===== src/rtl/load_store_unit.sv =====
// RV32I load/store unit driving a word-organised data memory (combinational read, synchronous write).
// Optional: define LSU_MISALIGN_TRAP_EN to reject misaligned H/HU/W accesses instead of aligning them down.
module load_store_unit #(
  parameter int MEM_DEPTH = 256
) (
  input  logic        clk,
  input  logic        rst,
  input  logic        req_valid,
  output logic        req_ready,
  input  logic        is_load,
  input  logic        is_store,
  input  logic [2:0]  funct3,
  input  logic [31:0] addr,
  input  logic [31:0] store_data,
  output logic [31:0] load_data,
  output logic        load_valid,
  output logic        done,
  output logic        err,
  output logic [31:0] mem_addr,
  output logic [31:0] mem_wdata,
  output logic        mem_we,
  input  logic [31:0] mem_rdata
);

  typedef enum logic [1:0] {IDLE, READ, WRITE} state_t;

  localparam logic [31:0] DEPTH_W = 32'(MEM_DEPTH);

  state_t      state_q, state_d;
  logic        is_load_q, is_load_d;
  logic [2:0]  funct3_q, funct3_d;
  logic [31:0] addr_q, addr_d;
  logic [31:0] store_data_q, store_data_d;
  logic [31:0] merge_q, merge_d;
  logic [31:0] load_data_q, load_data_d;
  logic        load_valid_q, load_valid_d;
  logic        done_q, done_d;
  logic        err_q, err_d;

  logic        bad_req;
  logic        misaligned;
  logic [31:0] byte_lane;
  logic [15:0] half_lane;
  logic [31:0] load_ext;
  logic [31:0] merged;

  // Misalignment only matters when trapping; otherwise low address bits are simply ignored.
  always_comb begin
    misaligned = 1'b0;
`ifdef LSU_MISALIGN_TRAP_EN
    if (funct3[1:0] == 2'd2 && addr[1:0] != 2'b00) misaligned = 1'b1;
    if (funct3[1:0] == 2'd1 && addr[0])            misaligned = 1'b1;
`endif
  end

  always_comb begin
    bad_req = 1'b0;
    if (is_load == is_store)                                        bad_req = 1'b1;
    if (is_load && (funct3 == 3'd3 || funct3 == 3'd6 || funct3 == 3'd7)) bad_req = 1'b1;
    if (is_store && funct3 > 3'd2)                                  bad_req = 1'b1;
    if ({2'b00, addr[31:2]} >= DEPTH_W)                             bad_req = 1'b1;
    if (misaligned)                                                 bad_req = 1'b1;
  end

  always_comb begin
    byte_lane = mem_rdata >> {addr_q[1:0], 3'b000};
    half_lane = addr_q[1] ? mem_rdata[31:16] : mem_rdata[15:0];
    case (funct3_q)
      3'd0:    load_ext = {{24{byte_lane[7]}}, byte_lane[7:0]};
      3'd1:    load_ext = {{16{half_lane[15]}}, half_lane};
      3'd4:    load_ext = {24'd0, byte_lane[7:0]};
      3'd5:    load_ext = {16'd0, half_lane};
      default: load_ext = mem_rdata;
    endcase
  end

  // Read-modify-write merge for SB/SH: replace only the addressed lane.
  always_comb begin
    merged = mem_rdata;
    if (funct3_q[1:0] == 2'd0) begin
      merged[{addr_q[1:0], 3'b000} +: 8] = store_data_q[7:0];
    end else if (addr_q[1]) begin
      merged[31:16] = store_data_q[15:0];
    end else begin
      merged[15:0] = store_data_q[15:0];
    end
  end

  always_comb begin
    state_d      = state_q;
    is_load_d    = is_load_q;
    funct3_d     = funct3_q;
    addr_d       = addr_q;
    store_data_d = store_data_q;
    merge_d      = merge_q;
    load_data_d  = load_data_q;
    load_valid_d = 1'b0;
    done_d       = 1'b0;
    err_d        = 1'b0;
    case (state_q)
      IDLE: begin
        if (req_valid) begin
          is_load_d    = is_load;
          funct3_d     = funct3;
          addr_d       = addr;
          store_data_d = store_data;
          if (bad_req) begin
            err_d  = 1'b1;
            done_d = 1'b1;
          end else begin
            state_d = READ;
          end
        end
      end
      READ: begin
        if (is_load_q) begin
          load_data_d  = load_ext;
          load_valid_d = 1'b1;
          done_d       = 1'b1;
          state_d      = IDLE;
        end else if (funct3_q[1:0] == 2'd2) begin
          done_d  = 1'b1;
          state_d = IDLE;
        end else begin
          merge_d = merged;
          state_d = WRITE;
        end
      end
      WRITE: begin
        done_d  = 1'b1;
        state_d = IDLE;
      end
      default: state_d = IDLE;
    endcase
  end

  always_ff @(posedge clk) begin
    if (rst) begin
      state_q      <= IDLE;
      is_load_q    <= 1'b0;
      funct3_q     <= 3'd0;
      addr_q       <= 32'd0;
      store_data_q <= 32'd0;
      merge_q      <= 32'd0;
      load_data_q  <= 32'd0;
      load_valid_q <= 1'b0;
      done_q       <= 1'b0;
      err_q        <= 1'b0;
    end else begin
      state_q      <= state_d;
      is_load_q    <= is_load_d;
      funct3_q     <= funct3_d;
      addr_q       <= addr_d;
      store_data_q <= store_data_d;
      merge_q      <= merge_d;
      load_data_q  <= load_data_d;
      load_valid_q <= load_valid_d;
      done_q       <= done_d;
      err_q        <= err_d;
    end
  end

  // Write enable is combinational so a reset in the same cycle suppresses the write.
  assign mem_we = !rst && ((state_q == READ && !is_load_q && funct3_q[1:0] == 2'd2) ||
                           state_q == WRITE);
  assign mem_wdata  = (state_q == WRITE) ? merge_q : store_data_q;
  assign mem_addr   = {addr_q[31:2], 2'b00};
  assign req_ready  = (state_q == IDLE);
  assign load_data  = load_data_q;
  assign load_valid = load_valid_q;
  assign done       = done_q;
  assign err        = err_q;

endmodule


===== config.mk =====
export PLATFORM = sky130hd
export DESIGN_NAME = load_store_unit
export DESIGN_NICKNAME = d
export VERILOG_FILES = /design/src/rtl/load_store_unit.sv
export SDC_FILE = /design/constraint.sdc
export NUM_CORES = 1
export LEC_CHECK = 0
export BUFFER_PORTS_ARGS = -buffer_cell sky130_fd_sc_hd__clkbuf_2
export CAP_MARGIN = 25
export CORE_ASPECT_RATIO = 0.7
export CORE_MARGIN = 1.5
export CORE_UTILIZATION = 56
export CTS_CLUSTER_SIZE = 12
export DETAILED_ROUTE_END_ITERATION = 10
export PLACE_DENSITY = 0.86
export SYNTH_ARGS = -nofsm -noshare
export SYNTH_HDL_FRONTEND = slang
export SYNTH_SLANG_ARGS = --single-unit

===== constraint.sdc =====
create_clock -name clk -period 3 [get_ports clk]
set_input_delay 0.15 -clock clk [delete_from_list [all_inputs] [get_ports clk]]
set_output_delay 0.15 -clock clk [all_outputs]
set_load 0.1 [all_outputs]

* Yosys cells after proc, flatten, opt, wreduce, memory -nomap -nowiden
Cells that the tools add are included.
Storage, ports and cells: register bits 137, bits of input ports 104, output and inout bits 101, logic and storage cells 73
Cells by class: add/subtract/negate cells 1, magnitude comparators 2, eq/ne operators 12, shift-type cells 3, muxes and demuxes 22, bitwise gates (word level) 4, reduce and logical (&&, ||, !) cells 19
Operators with widths (number):
- one-hot mux 32 bit (4 select lines) | 1
- 2-to-1 mux 32 bit | 2
- 2-to-1 mux 16 bit | 3
- bitwise mux 32 bit | 1
- variable shift 8 x 7 -> 32 bit, first input constant | 1
- variable part select 8 x 7 -> 32 bit | 1
- right shift 32 x 5 -> 8 bit | 1
- greater-or-equal comparator 30 x 9 -> 1 bit, second input constant | 1
- == test 3 bit, second input constant | 4
- 2-to-1 mux 1 bit | 9
- 2-to-1 mux 2 bit | 4
- negation 5 -> 7 bit | 1
- AND reduction 2 bit | 3
- logical AND 1 bit | 5
- == test 2 bit, second input constant | 2
- logical NOT 2 bit | 2
- != test 2 bit, second input constant | 2
- inverter 1 bit | 4
- one-hot mux 2 bit (2 select lines) | 1
- OR reduction 2 bit | 2
- == test 3 x 1 -> 1 bit, second input constant | 1
- == test 3 x 2 -> 1 bit, second input constant | 1
- > comparator 3 x 2 -> 1 bit, second input constant | 1
- logical NOT 3 bit | 1
- other kinds (6) | 9

* Depth between registers and ports, before layout
word-level depth 10, gate-level depth with buffers 8, gate-level depth less buffers 6

* Worst setup path after synthesis
No wires, ideal clock.
kind reg2reg, start point reg state_q[0], end point reg addr_q[26], library setup time 70 ps, arrival time 2586 ps, required time 2930 ps, slack 343 ps, stages on the path, launching flop included 8, buffers on the path 3, clock period less this slack 2657 ps, path through dfxtp_1 nor2_1 and2_1 buf_2 buf_2 buf_2 nand2_1 a21oi_1
Between the ends: cells in the longest elaborated chain, start to end 2
RTL lines:
- start: declaration | line 29 | state_t state_q, state_d;
- start signal: assignment | line 150 | state_q <= state_d;
- logical NOT 2 bit
- via req_ready | line 9 | output logic req_ready,
- AND reduction 2 bit (no line)
- end signal: assignment | line 153 | addr_q <= addr_d;
- end: declaration | line 32 | logic [31:0] addr_q, addr_d;
The timed path passes the listed nets, and every way through them passes these cells. A chain may end at the register's enable or synchronous reset.

* Final worst setup path
start point reg state_q[0], end point out mem_wdata[19]
Between the ends: cells in the longest elaborated chain, start to end 2
RTL lines:
- == test 2 bit | line 166 | assign mem_wdata = (state_q == WRITE) ? merge_q : store_data_q;
- 2-to-1 mux 32 bit | line 166
- end: declaration | line 20 | output logic [31:0] mem_wdata,
Every way passes these cells.

==> flow_summary.yaml <==
timing:
  tightest_slew_ns: 0.7870
  slew-limit-headroom_pct: 47.46
  worst_slack_ns: 0.3952
  hold_violations: 0
  max_freq_mhz: 383.9
  holdWs_ns: 0.01056
  fin_crit_sh_pct: 86.83
  tns_ns: 0
  clock_skew_ns: 0.008418
  fin_crit_ns: 2.605
  setup_violations: 0
  rsz0062_at_grt: "false"
  drv_slew: 0
cts:
  postCtsResizedCells: 0
  numCtsBuffers: 17
  worstSkewPairLatency_ns: 0.42
  cts_root_buffer: "clkbuf_16"
  h-tree-depth: 4
  path_clk_slew_ns: 0.06
  clock-sinks: 137
  hold_buffers: 65
  cts_buffer_depth: 2
  cts_tree: "yes"
  cts_setup_buffers: 0
min_path:
  min_from: "mem_rdata[17]"
  min_to: "load_data[17]"
  hold_path_depth: 3
  hold_path.class: "input port to flop"
cells_and_area:
  drive_gt1_share_pct: 28.86
  multi_input_area_um2: 3405
  diodes: 0
  fin_cells: 1179
  final_common_cell: "clkbuf_2"
  seq_area_um2: 2743
  area_growth_pct: 31.18
  fin_nets: 1118
  fillers: 808
  layout_common_cells: "201 x clkbuf_2, 172 x nand2_1, 137 x dfxtp_1, 100 x a21oi_1, 65 x dlygate4sd3_1"
flow_run:
  cap_violations: 0
routing:
  vias: 6907
  wl_per_cell_um: 18.62
  firstDrtPassIters: 5
  drtIter0Drc: 767
  viasPerCell: 5.858
  drc: 0
  wl_um: 21950
  antenna_left: 0
grt:
  grt_max_degree: 63
  grt_pass1_wl_um: 33940
  antenna_found_initial: 0
  grt_overflow: 0
  track_usage_pct: 34.67
  grt_pass1_vias: 6475
placed_design:
  gp_congestion: 0.9226
  io_buffers: 202
  dp_hpwl_um: 13690
  post-place-ws_ns: 0.7900
  place_inst: 1082
worst_setup_path:
  critPathCaptureType: "output pin"
  ff2ff_setup_slack_ns: 0.68
  start_kind: "flop"
  cp.arrival_ns: 2.45
  crit_path_max_fanout: 24
  worstSetupPathType: "flop to output pin"
  slowest_stage: "nand2b_1"
  critPathTopFamily: "buffers and inverters"
  cpPeakStageDelay_ns: 0.56
  r2r_cells: 5
  rr_endpoint: "merge_q[21]"
  required_ns: 2.85
  crit_buf_inv: 2
  path_cells: "nand2b_1, buf_12, mux2_2, clkbuf_2"
  regToRegStartpoint: "funct3_q[0]"
synthesis:
  netlist_instances: 804
  netlist_area_um2: 6705
  yosys_warnings: 0
  synth_seq_area_share_pct: 40.90
  synth_edf_count: 0
  avgSynthCellArea_um2: 8.340
  synth-main-ff-cell: "dfxtp_1"
  synth.distinct_cells: 50
  ys_ff_latch: 137
  ys_async_sr_fraction_pct: 0
pwr:
  seqPwrFrac_pct: 38.2
  power.switching_uw: 1515
  p_sw_share_pct: 30.08
  powerDensity_nw_per_um2: 572.7
  pwr-share-clk_pct: 43.7
  leakage_uw: 0.003708
  p_int_uw: 3523
  ir_worst_vdd_mv: 0.4399
  power_frac_comb_pct: 18.1
floorplanning:
  core.rowCount: 33
  die_area_um2: 12650
  core_um2: 11690
  ios: 205
  initial_core_util_pct: 57.38
  die_w_um: 133.8
  die_h_um: 94.55
run_status:
  status: "finished clean"
## kinds of logic (layout without fill, tap and decap cells)
logic type / Yosys count / after routing / share of synthesized area [%]
multiplexers: 57 / 57 / 9.106
other: 1 / 2 / 0.05593
buffers and inverters: 103 / 320 / 8.472
flip-flops: 137 / 137 / 40.90
AND/OR/NAND/NOR: 285 / 285 / 18.68
AO/OA/AOI/OAI: 215 / 215 / 21.72
adder cells (fa/ha/maj): 5 / 5 / 0.9330
XOR/XNOR: 1 / 1 / 0.1306
## power groups by stage
stage	clock [uW]	combinational, uW	sequential, uW
floorplan	0	651	1950
global placement	0	814	1960
detailed placement	0	820	1960
CTS	2210	891	1920
global route	2300	958	1930
finish	2200	913	1920
## layer usage
metal / part of all wire, % / GRT usage, % / wire, um / vias up
li1: - / - / - / 3236
met1: 41 / 44.35 / 9042 / 3200
met2: 46 / 55.76 / 9999 / 392
met3: 9.8 / 8.857 / 2149 / 79
met4: 3.5 / 15.31 / 759 / 0
met5: 0 / 0 / 0 / -
## through the flow
step	utilization [%]	power (uW)	instance area (um2)
after floorplan	-	2600	6709
after global placement	64.36	2769	7521
after detailed placement	64.36	2778	7521
after CTS	75.28	5023	8796
after global routing	75.28	5184	8796
final	75.28	5038	8796
## state kept, by name, indices dropped and copies added, names as in the netlist, 2 cells and up
register	cells
addr_q	32
load_data	32
merge_q	32
store_data_q	32
funct3_q	3
state_q	2
## layout make-up
type / count / area share (%)
clock buffer: 21 / 5.462
clock inverter: 11 / 1.636
inverter: 5 / 0.2134
multi-input combinational: 565 / 38.71
sequential: 137 / 31.18
tap: 157 / 2.233
timing repair buffer: 283 / 20.57
## worst max path at each step
stage | end | slack [ns] | from | depth (start not counted)
6_report | mem_wdata[19] | 0.40 | state_q[0] | 4
2_1_floorplan | addr_q[26] | 0.34 | state_q[0] | 7
3_5_place_dp | merge_q[21] | 0.79 | funct3_q[0] | 5
5_1_grt | mem_wdata[7] | 0.35 | state_q[0] | 4
3_3_place_gp | merge_q[4] | 0.90 | funct3_q[0] | 5
4_1_cts | mem_wdata[2] | 0.45 | state_q[0] | 4
## cell usage after synthesis (2+ instances only)
master	instances	area, um2
a211o_1	16	140.1
a211oi_1	32	240.2
a21oi_1	100	500.5
a221oi_1	34	297.8
a22o_1	7	61.31
a22oi_1	7	52.55
buf_2	17	85.08
buf_4	36	270.3
buf_6	3	33.78
clkbuf_1	39	146.4
clkbuf_2	2	10.01
dfxtp_1	137	2743
ha_1	5	62.56
inv_1	4	15.01
mux2_2	32	360.4
mux2i_1	25	250.2
nand2_1	173	649.4
nand2b_1	5	31.28
nand3_1	2	10.01
nand3b_1	3	22.52
nor2_1	56	210.2
nor2b_1	2	12.51
nor3_1	18	90.09
nor3b_1	2	15.01
nor4_1	5	31.28
nor4bb_1	8	80.08
o21ai_0	2	10.01
o21ai_1	2	10.01
o22a_1	7	61.31
or2_1	2	12.51
or3_1	2	12.51
## worst reg2reg max path: stages, from the launching register on
cell      delay, ns
dfxtp_1        0.83
nor2b_1        0.25
or3_1          0.37
buf_4          0.30
a221oi_1       0.33
nor3_1         0.11
Power figures use the tool's default switching activity.
